==> src/rtl/sram_arbiter.sv <==
`timescale 1ns/1ps
// sram_arbiter: round-robin arbiter sharing one smart_ram port between NUM_REQ
// effect blocks. One whole transaction (request -> finish) is granted at a time.
// Optional watchdog: define SRAM_ARB_TIMEOUT_EN to abort ACCESS after
// TIMEOUT_CYCLES cycles without the matching finish.
// Ports:
//   clk, rst                      clock, synchronous active-high reset
//   req_wr/req_rd/req_data/req_offset   per-requester master interface (packed)
//   req_write_finish/req_read_finish    1-cycle done pulses to the granted requester
//   req_data_out                  shared read data, updated on read completion
//   grant, busy, err_timeout      status
//   sram_*                        smart_ram side
module sram_arbiter #(
  parameter int unsigned NUM_REQ        = 2,
  parameter int unsigned DATA_WIDTH     = 16,
  parameter int unsigned ADDR_WIDTH     = 12,
  parameter int unsigned TIMEOUT_CYCLES = 255
) (
  input  logic                          clk,
  input  logic                          rst,
  input  logic [NUM_REQ-1:0]            req_wr,
  input  logic [NUM_REQ-1:0]            req_rd,
  input  logic [NUM_REQ*DATA_WIDTH-1:0] req_data,
  input  logic [NUM_REQ*ADDR_WIDTH-1:0] req_offset,
  output logic [NUM_REQ-1:0]            req_write_finish,
  output logic [NUM_REQ-1:0]            req_read_finish,
  output logic [DATA_WIDTH-1:0]         req_data_out,
  output logic [NUM_REQ-1:0]            grant,
  output logic                          busy,
  output logic                          err_timeout,
  output logic                          sram_wr,
  output logic                          sram_rd,
  output logic [DATA_WIDTH-1:0]         sram_data_in,
  output logic [ADDR_WIDTH-1:0]         sram_offset,
  input  logic [DATA_WIDTH-1:0]         sram_data_out,
  input  logic                          sram_read_finish,
  input  logic                          sram_write_finish,
  input  logic                          sram_available
);

  localparam int unsigned IDX_W = (NUM_REQ > 1) ? $clog2(NUM_REQ) : 1;

  // Elaboration-time guard on the supported parameter range.
  if (NUM_REQ < 1 || NUM_REQ > 8 || TIMEOUT_CYCLES < 1) begin : g_bad_params
    $error("sram_arbiter: parameter out of range");
  end

  typedef enum logic [1:0] {ST_IDLE, ST_ACCESS, ST_RELEASE} state_t;

  state_t                  state, state_nxt;
  logic [IDX_W-1:0]        last_grant, last_grant_nxt;
  logic [IDX_W-1:0]        cur_idx, cur_idx_nxt;
  logic                    op_wr, op_wr_nxt;
  logic [NUM_REQ-1:0]      req_any;
  logic                    sel_valid;
  logic [IDX_W-1:0]        sel_idx;
  logic                    fin_c;

  logic [NUM_REQ-1:0]      wfin_nxt, rfin_nxt, grant_nxt;
  logic [DATA_WIDTH-1:0]   data_out_nxt, data_in_nxt;
  logic [ADDR_WIDTH-1:0]   offset_nxt;
  logic                    busy_nxt, err_nxt, sram_wr_nxt, sram_rd_nxt;

`ifdef SRAM_ARB_TIMEOUT_EN
  localparam int unsigned CNT_W = $clog2(TIMEOUT_CYCLES + 1);
  logic [CNT_W-1:0]        cnt, cnt_nxt;
`endif

  assign req_any = req_wr | req_rd;

  // Round-robin pick: first requester after last_grant. Scanning downwards
  // lets the closest candidate overwrite farther ones.
  always_comb begin
    int idx;
    sel_valid = 1'b0;
    sel_idx   = '0;
    idx       = 0;
    for (int i = int'(NUM_REQ); i >= 1; i--) begin
      idx = int'(last_grant) + i;
      if (idx >= int'(NUM_REQ)) idx = idx - int'(NUM_REQ);
      if (req_any[IDX_W'(idx)]) begin
        sel_valid = 1'b1;
        sel_idx   = IDX_W'(idx);
      end
    end
  end

  // Only the finish matching the latched operation completes the access.
  assign fin_c = op_wr ? sram_write_finish : sram_read_finish;

  // Next-state and next-output logic.
  always_comb begin
    state_nxt      = state;
    last_grant_nxt = last_grant;
    cur_idx_nxt    = cur_idx;
    op_wr_nxt      = op_wr;
    wfin_nxt       = '0;
    rfin_nxt       = '0;
    grant_nxt      = grant;
    data_out_nxt   = req_data_out;
    data_in_nxt    = sram_data_in;
    offset_nxt     = sram_offset;
    busy_nxt       = busy;
    err_nxt        = 1'b0;
    sram_wr_nxt    = sram_wr;
    sram_rd_nxt    = sram_rd;
`ifdef SRAM_ARB_TIMEOUT_EN
    cnt_nxt        = cnt;
`endif
    case (state)
      ST_IDLE: begin
        grant_nxt = '0;
        busy_nxt  = 1'b0;
        if (sel_valid && sram_available) begin
          state_nxt   = ST_ACCESS;
          cur_idx_nxt = sel_idx;
          op_wr_nxt   = req_wr[sel_idx];
          sram_wr_nxt = req_wr[sel_idx];
          sram_rd_nxt = ~req_wr[sel_idx];
          data_in_nxt = req_data[sel_idx*DATA_WIDTH +: DATA_WIDTH];
          offset_nxt  = req_offset[sel_idx*ADDR_WIDTH +: ADDR_WIDTH];
          grant_nxt   = NUM_REQ'(1'b1) << sel_idx;
          busy_nxt    = 1'b1;
`ifdef SRAM_ARB_TIMEOUT_EN
          cnt_nxt     = '0;
`endif
        end
      end
      ST_ACCESS: begin
        if (fin_c) begin
          wfin_nxt[cur_idx] = op_wr;
          rfin_nxt[cur_idx] = ~op_wr;
          if (!op_wr) data_out_nxt = sram_data_out;
          sram_wr_nxt    = 1'b0;
          sram_rd_nxt    = 1'b0;
          last_grant_nxt = cur_idx;
          state_nxt      = ST_RELEASE;
        end
`ifdef SRAM_ARB_TIMEOUT_EN
        else if (cnt == CNT_W'(TIMEOUT_CYCLES - 1)) begin
          // Abort: no finish pulse to the requester, only the error flag.
          err_nxt        = 1'b1;
          sram_wr_nxt    = 1'b0;
          sram_rd_nxt    = 1'b0;
          last_grant_nxt = cur_idx;
          state_nxt      = ST_RELEASE;
        end else begin
          cnt_nxt = cnt + CNT_W'(1);
        end
`endif
      end
      ST_RELEASE: begin
        grant_nxt = '0;
        busy_nxt  = 1'b0;
        state_nxt = ST_IDLE;
      end
      default: begin
        grant_nxt   = '0;
        busy_nxt    = 1'b0;
        sram_wr_nxt = 1'b0;
        sram_rd_nxt = 1'b0;
        state_nxt   = ST_IDLE;
      end
    endcase
  end

  // State and registered outputs.
  always_ff @(posedge clk) begin
    if (rst) begin
      state            <= ST_IDLE;
      last_grant       <= IDX_W'(NUM_REQ - 1);
      cur_idx          <= '0;
      op_wr            <= 1'b0;
      req_write_finish <= '0;
      req_read_finish  <= '0;
      req_data_out     <= '0;
      grant            <= '0;
      busy             <= 1'b0;
      err_timeout      <= 1'b0;
      sram_wr          <= 1'b0;
      sram_rd          <= 1'b0;
      sram_data_in     <= '0;
      sram_offset      <= '0;
`ifdef SRAM_ARB_TIMEOUT_EN
      cnt              <= '0;
`endif
    end else begin
      state            <= state_nxt;
      last_grant       <= last_grant_nxt;
      cur_idx          <= cur_idx_nxt;
      op_wr            <= op_wr_nxt;
      req_write_finish <= wfin_nxt;
      req_read_finish  <= rfin_nxt;
      req_data_out     <= data_out_nxt;
      grant            <= grant_nxt;
      busy             <= busy_nxt;
      err_timeout      <= err_nxt;
      sram_wr          <= sram_wr_nxt;
      sram_rd          <= sram_rd_nxt;
      sram_data_in     <= data_in_nxt;
      sram_offset      <= offset_nxt;
`ifdef SRAM_ARB_TIMEOUT_EN
      cnt              <= cnt_nxt;
`endif
    end
  end

endmodule

==> config.mk <==
export PLATFORM = sky130hd
export DESIGN_NAME = sram_arbiter
export DESIGN_NICKNAME = d
export VERILOG_FILES = /design/src/rtl/sram_arbiter.sv
export SDC_FILE = /design/constraint.sdc
export NUM_CORES = 1
export LEC_CHECK = 0
export BUFFER_PORTS_ARGS = -buffer_cell sky130_fd_sc_hd__buf_4
export CAP_MARGIN = 30
export CORE_MARGIN = 5
export CORE_UTILIZATION = 40
export DETAILED_ROUTE_END_ITERATION = 8
export HOLD_SLACK_MARGIN = 0.03
export PLACE_DENSITY = 0.72
export RECOVER_POWER = 25
export SLEW_MARGIN = 20
export SYNTH_ARGS = -nofsm -noshare
export SYNTH_HDL_FRONTEND = slang
export SYNTH_SLANG_ARGS = --single-unit
==> constraint.sdc <==
create_clock -name clk -period 1.4 [get_ports clk]
set_clock_uncertainty 0.05 [all_clocks]
set_input_delay 0.07 -clock clk [delete_from_list [all_inputs] [get_ports clk]]
set_output_delay 0.07 -clock clk [all_outputs]
set_load 0.01 [all_outputs]
==> results_dict.tcl, run 1 <==
set metrics [dict create \
    cp.depth 5 \
    start_util 0.411 \
    routabilityCongestion 0.723 \
    pre_cts_slack_ns 0.0842 \
    synth-simple-area-share 0.0989 \
    clock_path_buffers 2 \
    grt_pass1_vias 2391 \
    ant_nets 0 \
    synth_nets 339 \
    dieArea_um2 7700 \
    path_buf_inv 3 \
    worst_setup_path_end_kind "flip-flop" \
    synth_top_family_by_area "compound AO/OA/AOI/OAI gates" \
    synthAdderAreaFrac 0 \
    cellLeakagePower_nw 1.77 \
    grt_use_total 0.192 \
    hp-class "input pin to flip-flop" \
    synthDistinctLibCells 33 \
    clk_pin_slew_ns 0.06 \
    slew_violations 0 \
    critPathTopFamily "buffers and inverters" \
    combPwrFrac 0.243 \
    crit_arrival_ns 1.46 \
    wl_per_cell_um 15.2 \
    die_y_um 87.7 \
    coreArea_um2 5890 \
    synth_edf_count 0 \
    power_density_nw_per_um2 1180 \
    clock_power_share 0.338 \
    grt_pass1_wl_um 11400 \
    place_hpwl_um 5040 \
    final_common_cell "buf_4" \
    globalRouteOverflowTotal 0 \
    route.detailed.drc 0 \
    period_minus_slack_ns 1.30 \
    pwr-share-seq 0.419 \
    crit_slowest_cell "dlygate4sd3_1" \
    synth_xor_area_frac 0 \
    drive_gt1_frac 0.353 \
    grt_max_degree 37 \
    critical_path_required_ns 1.56 \
    r2r-end "sram_data_in[2]" \
    die-width_um 87.7 \
    synth.area.mux_share 0.124 \
    finalHoldViolations 0 \
    p_sw_mw 1.24 \
    fillers 509 \
    rows 28 \
    crit_fanout 20 \
    finalWirelength_um 7460 \
    holdPathStages 3 \
    synth_seq_cells 58 \
    syn_avg_cell_area_um2 9.37 \
    portBuffers 132 \
    period_share 0.926 \
    outcome "completed" \
    n_antenna_cell 0 \
    ys.flop_type "dfxtp_1" \
    reg2regPathDepth 4 \
    cap_violations 0 \
    async_reset_ff_frac 0 \
    ff2ff_setup_slack_ns 0.12 \
    p_int_mw 3.30 \
    syn_inst 258 \
    cts_buffers 9 \
    num_io_pins 135 \
    syn_area_um2 2420 \
    seq_area_um2 1160 \
    cts.sinks 58 \
    setup_viol 0 \
    r2r-start "state[0]" \
    max_stage_delay_ns 0.53 \
    crit_chain "dlygate4sd3_1, buf_4, inv_1, a31oi_1, o32ai_2" \
    crit_type "input pin to flip-flop" \
    vias 2493 \
    clk_latency_ns 0.33 \
    area_delta_synth_final_pct 59.5 \
    dr.pass1.iters 4 \
    antenna_found_initial 0 \
    synth_warnings 0 \
    setup_ws_ns 0.104 \
    layout.nets 493 \
    vias_per_cell 5.07 \
    fmax_ghz 0.771 \
    startpoint_type "input pin" \
    ys_seq_area_frac 0.480 \
    htree_levels 3 \
    cts.root.buffer_cell "clkbuf_8" \
    peakVddDrop_mv 0.757 \
    drtIter0Drc 97 \
    switching_share 0.273 \
    synth_compound_area_frac 0.226 \
    multiInputGateArea_um2 1130 \
    final.setup.tns_ns 0 \
    startpoint "rst" \
    endpoint "sram_wr" \
    final_cell_mix "buf_4, dfxtp_1, a21oi_1, nand2_1" \
    cts_tree "done" \
]
[flip-flops by register name (all words and copies together) (netlist names)]
name,count
req_data_out,16
sram_data_in,16
sram_offset,12
grant,2
req_read_finish,2
req_write_finish,2
state,2
busy,1
cur_idx,1
last_grant,1
op_wr,1
sram_rd,1
sram_wr,1
[how the worst min path moves through the flow]
stage / to / slack [ns] / startpoint
after CTS: sram_offset[2] / 0.03 / req_offset[14]
after floorplan: req_data_out[0] / 0.16 / sram_data_out[0]
after detailed placement: req_data_out[8] / 0.28 / sram_data_out[8]
after global routing: sram_data_in[13] / 0.03 / req_data[13]
final: sram_data_in[14] / 0.04 / req_data[30]
after global placement: req_data_out[14] / 0.27 / sram_data_out[14]
[synth_stat cells (2+ instances only)]
library cell	n	area, um2
buf_2	10	50.1
inv_1	5	18.8
buf_6	4	45.0
nor2_1	5	18.8
a32oi_1	2	17.5
clkbuf_1	8	30.0
nand3_1	2	10.0
buf_4	2	15.0
nand2_1	32	120
dfxtp_1	58	1160
a211oi_1	28	210
nor3_1	5	25.0
a21oi_1	47	235
a31oi_1	2	12.5
mux2i_1	30	300
[power by group through the flow]
stage / Sequential, mW / Clock [mW] / Combinational (mW)
after floorplan: 1.98 / 0 / 0.510
after global placement: 1.92 / 0 / 1.06
after detailed placement: 1.93 / 0 / 1.07
after CTS: 1.90 / 1.57 / 1.12
after global routing: 1.92 / 1.65 / 1.21
final: 1.90 / 1.53 / 1.10
[routing by layer]
layer,routed length [um],up-vias,global-route usage,share of wire
li1,-,1236,-,-
met1,3030,1141,0.223,0.41
met2,3550,103,0.315,0.48
met3,760,13,0.0753,0.10
met4,111,0,0.0795,0.015
met5,0,-,0,0
[what timing repair did]
action	in CTS	in global routing
endpoints found under the setup margin	0	22
setup buffers	0	0
hold endpoints to repair	22	1
hold buffers	22	1
resized for setup	0	12
[worst register-to-register path, cell delays in order, from the launching register on]
cell and delay, ns:
dfxtp_2 0.35, nor3b_4 0.27, buf_6 0.22, a21oi_1 0.09, a211oi_1 0.22
[through the flow]
stage / hold slack [ns] / cells / power [mW] / util / instance area (um2)
final: 0.0429 / 492 / 4.54 / 0.655 / 3850
after global routing: 0.0329 / 492 / 4.77 / 0.655 / 3850
after CTS: 0.0322 / 491 / 4.59 / 0.662 / 3900
after detailed placement: 0.277 / 453 / 3.00 / 0.591 / 3480
after global placement: 0.267 / 453 / 2.98 / 0.591 / 3480
after floorplan: 0.156 / 258 / 2.49 / - / 2420
[cell families (layout without fill, tap and decap cells)]
group	Yosys count	after routing
multiplexers	30	30
AO/OA/AOI/OAI	87	87
buffers and inverters	31	190
AND/OR/NAND/NOR	51	51
other	1	1
flip-flops	58	58
[layout make-up]
class,instances,area share
well taps,75,0.0243
clock inverters,2,0.00909
multi-input cells,169,0.294
flip-flops and latches,58,0.302
repair buffers,169,0.323
clock buffers,14,0.0422
inverters,5,0.00487
Power figures use the tool's default switching activity.
==> inputs of run 2 (changes only) <==
--- a/config.mk
+++ b/config.mk
@@ -13,6 +13,7 @@
 export HOLD_SLACK_MARGIN = 0.03
 export PLACE_DENSITY = 0.72
 export RECOVER_POWER = 25
+export SETUP_SLACK_MARGIN = 0.5
 export SLEW_MARGIN = 20
 export SYNTH_ARGS = -nofsm -noshare
 export SYNTH_HDL_FRONTEND = slang
==> run 2 against run 1 <==
  * The flow now finishes with violations (hold timing)
  * Critical path depth did not move
  * Total power rose by 6.1%
  * Critical endpoint is now sram_data_in[1]
  * Worst hold slack got worse by 0.045 ns
  * Worst setup slack got worse by 0.012 ns
  * Critical path type is now flip-flop to flip-flop
  * Largest power group unchanged
  * Clock power fell by 3%
  * Sequential share of layout area fell by 2.8 points
  * Final area rose by 14%
==> results_dict.tcl, run 2 (same netlist as run 1, synthesis figures left out) <==
set metrics [dict create \
    routabilityCongestion 0.726 \
    finalWirelength_um 8080 \
    cap_violations 0 \
    vias_per_cell 5.13 \
    crit_type "flip-flop to flip-flop" \
    violations "hold timing" \
    die-width_um 87.7 \
    startpoint_type "flip-flop" \
    worst_setup_path_end_kind "flip-flop" \
    fmax_ghz 0.765 \
    coreArea_um2 5890 \
    grt_max_degree 30 \
    crit_arrival_ns 1.46 \
    final.setup.tns_ns 0 \
    area_delta_synth_final_pct 81.5 \
    top_regs "req_data_out x16, sram_data_in x16, sram_offset x12" \
    start_util 0.411 \
    grt_pass1_wl_um 12600 \
    dieArea_um2 7700 \
    finalHoldViolations 3 \
    final_cell_count_no_fill 507 \
    layout.nets 508 \
    ant_nets 0 \
    route.detailed.drc 0 \
    antenna_found_initial 0 \
    num_io_pins 135 \
    rows 28 \
    vias 2601 \
    cts_buffers 9 \
    setup_viol 0 \
    place_hpwl_um 5220 \
    die_y_um 87.7 \
    grt_pass1_vias 2632 \
    final_common_cell "buf_4" \
    globalRouteOverflowTotal 0 \
    grt_use_total 0.209 \
    power_density_nw_per_um2 1100 \
    fillers 412 \
    cts_tree "done" \
    rsz0062_at_grt "yes" \
    dr.pass1.iters 4 \
    cts.root.buffer_cell "clkbuf_8" \
    critical_path_required_ns 1.55 \
    clk_pin_slew_ns 0.07 \
    drtIter0Drc 64 \
    crit_fanout 21 \
    hold_slack_ns -0.00243 \
    period_share 0.934 \
    cts.sinks 58 \
    hp-class "input pin to flip-flop" \
    final_cell_mix "buf_4, buf_6, a21oi_1, nand2_1" \
    clk_latency_ns 0.33 \
    portBuffers 132 \
    slew_violations 0 \
    wl_per_cell_um 15.9 \
    n_antenna_cell 0 \
    drive_gt1_frac 0.537 \
    clock_path_buffers 2 \
    peakVddDrop_mv 0.920 \
    period_minus_slack_ns 1.31 \
    outcome "complete, but fails checks" \
    htree_levels 3 \
    dp.cells 454 \
    cellLeakagePower_nw 2.03 \
]
## run 2: layout make-up
class,instances,area (um2),area share
Timing Repair Buffer,184,1670,0.382
Multi-Input combinational cell,169,1210,0.276
Sequential cell,58,1200,0.275
Clock buffer,10,128,0.0291
Tap cell,75,93.8,0.0214
Clock inverter,6,57.6,0.0131
Inverter,5,18.8,0.00428
## run 2: routing by layer
| layer | global-route usage | wire length (um) | vias to the layer above |
|---|---|---|---|
| met5 | 0 | 0 | - |
| met4 | 0.0795 | 144 | 0 |
| met1 | 0.242 | 3050 | 1199 |
| met3 | 0.0856 | 897 | 15 |
| met2 | 0.344 | 3990 | 116 |
| li1 | - | - | 1271 |
## run 2: path summary, 6_finish.rpt
kind,start,end,slack (ns),depth (start not counted)
setup / recovery,state[0],sram_data_in[1],0.09,5
hold / removal,rst,req_data_out[6],-0.002,2
hold reg to reg,req_data_out[8],req_data_out[8],0.41,2
setup reg to reg,state[0],sram_data_in[1],0.09,5
## run 2: what timing repair did
item                                   4_1_cts  5_1_grt
cloned                                       2        0
gates resized for setup                    114       29
endpoints found under the hold margin       21        5
setup endpoints to repair                  108      111
pin swaps                                    5       14
setup buffers                                5        8
hold buffers                                21        1
## run 2: metrics by stage
| stage | worst slack (ns) | hold WS [ns] | util | area (um2) | total power, mW |
|---|---|---|---|---|---|
| 5_1_grt | 0.0412 | 0.000000472 | 0.746 | 4390 | 5.05 |
| 6_report | 0.0920 | -0.00243 | 0.746 | 4390 | 4.81 |
| 2_1_floorplan | 0.134 | 0.156 | - | 2460 | 2.52 |
| 3_5_place_dp | 0.0833 | 0.277 | 0.591 | 3480 | 3.00 |
| 3_3_place_gp | 0.133 | 0.267 | 0.591 | 3480 | 2.97 |
| 4_1_cts | 0.130 | 0.00179 | 0.721 | 4240 | 4.72 |
## run 2: power breakdown
part	internal (mW)	leakage, nW	switching (mW)
Clock	0.810	0.0958	0.679
Combinational	0.795	1.45	0.586
Sequential	1.82	0.488	0.124
## run 2: worst max-delay path: stages, from the launching register on
cell	delay, ns
dfxtp_4	0.37
nor3b_4	0.21
buf_6	0.14
and2_4	0.16
buf_12	0.16
a211oi_1	0.09
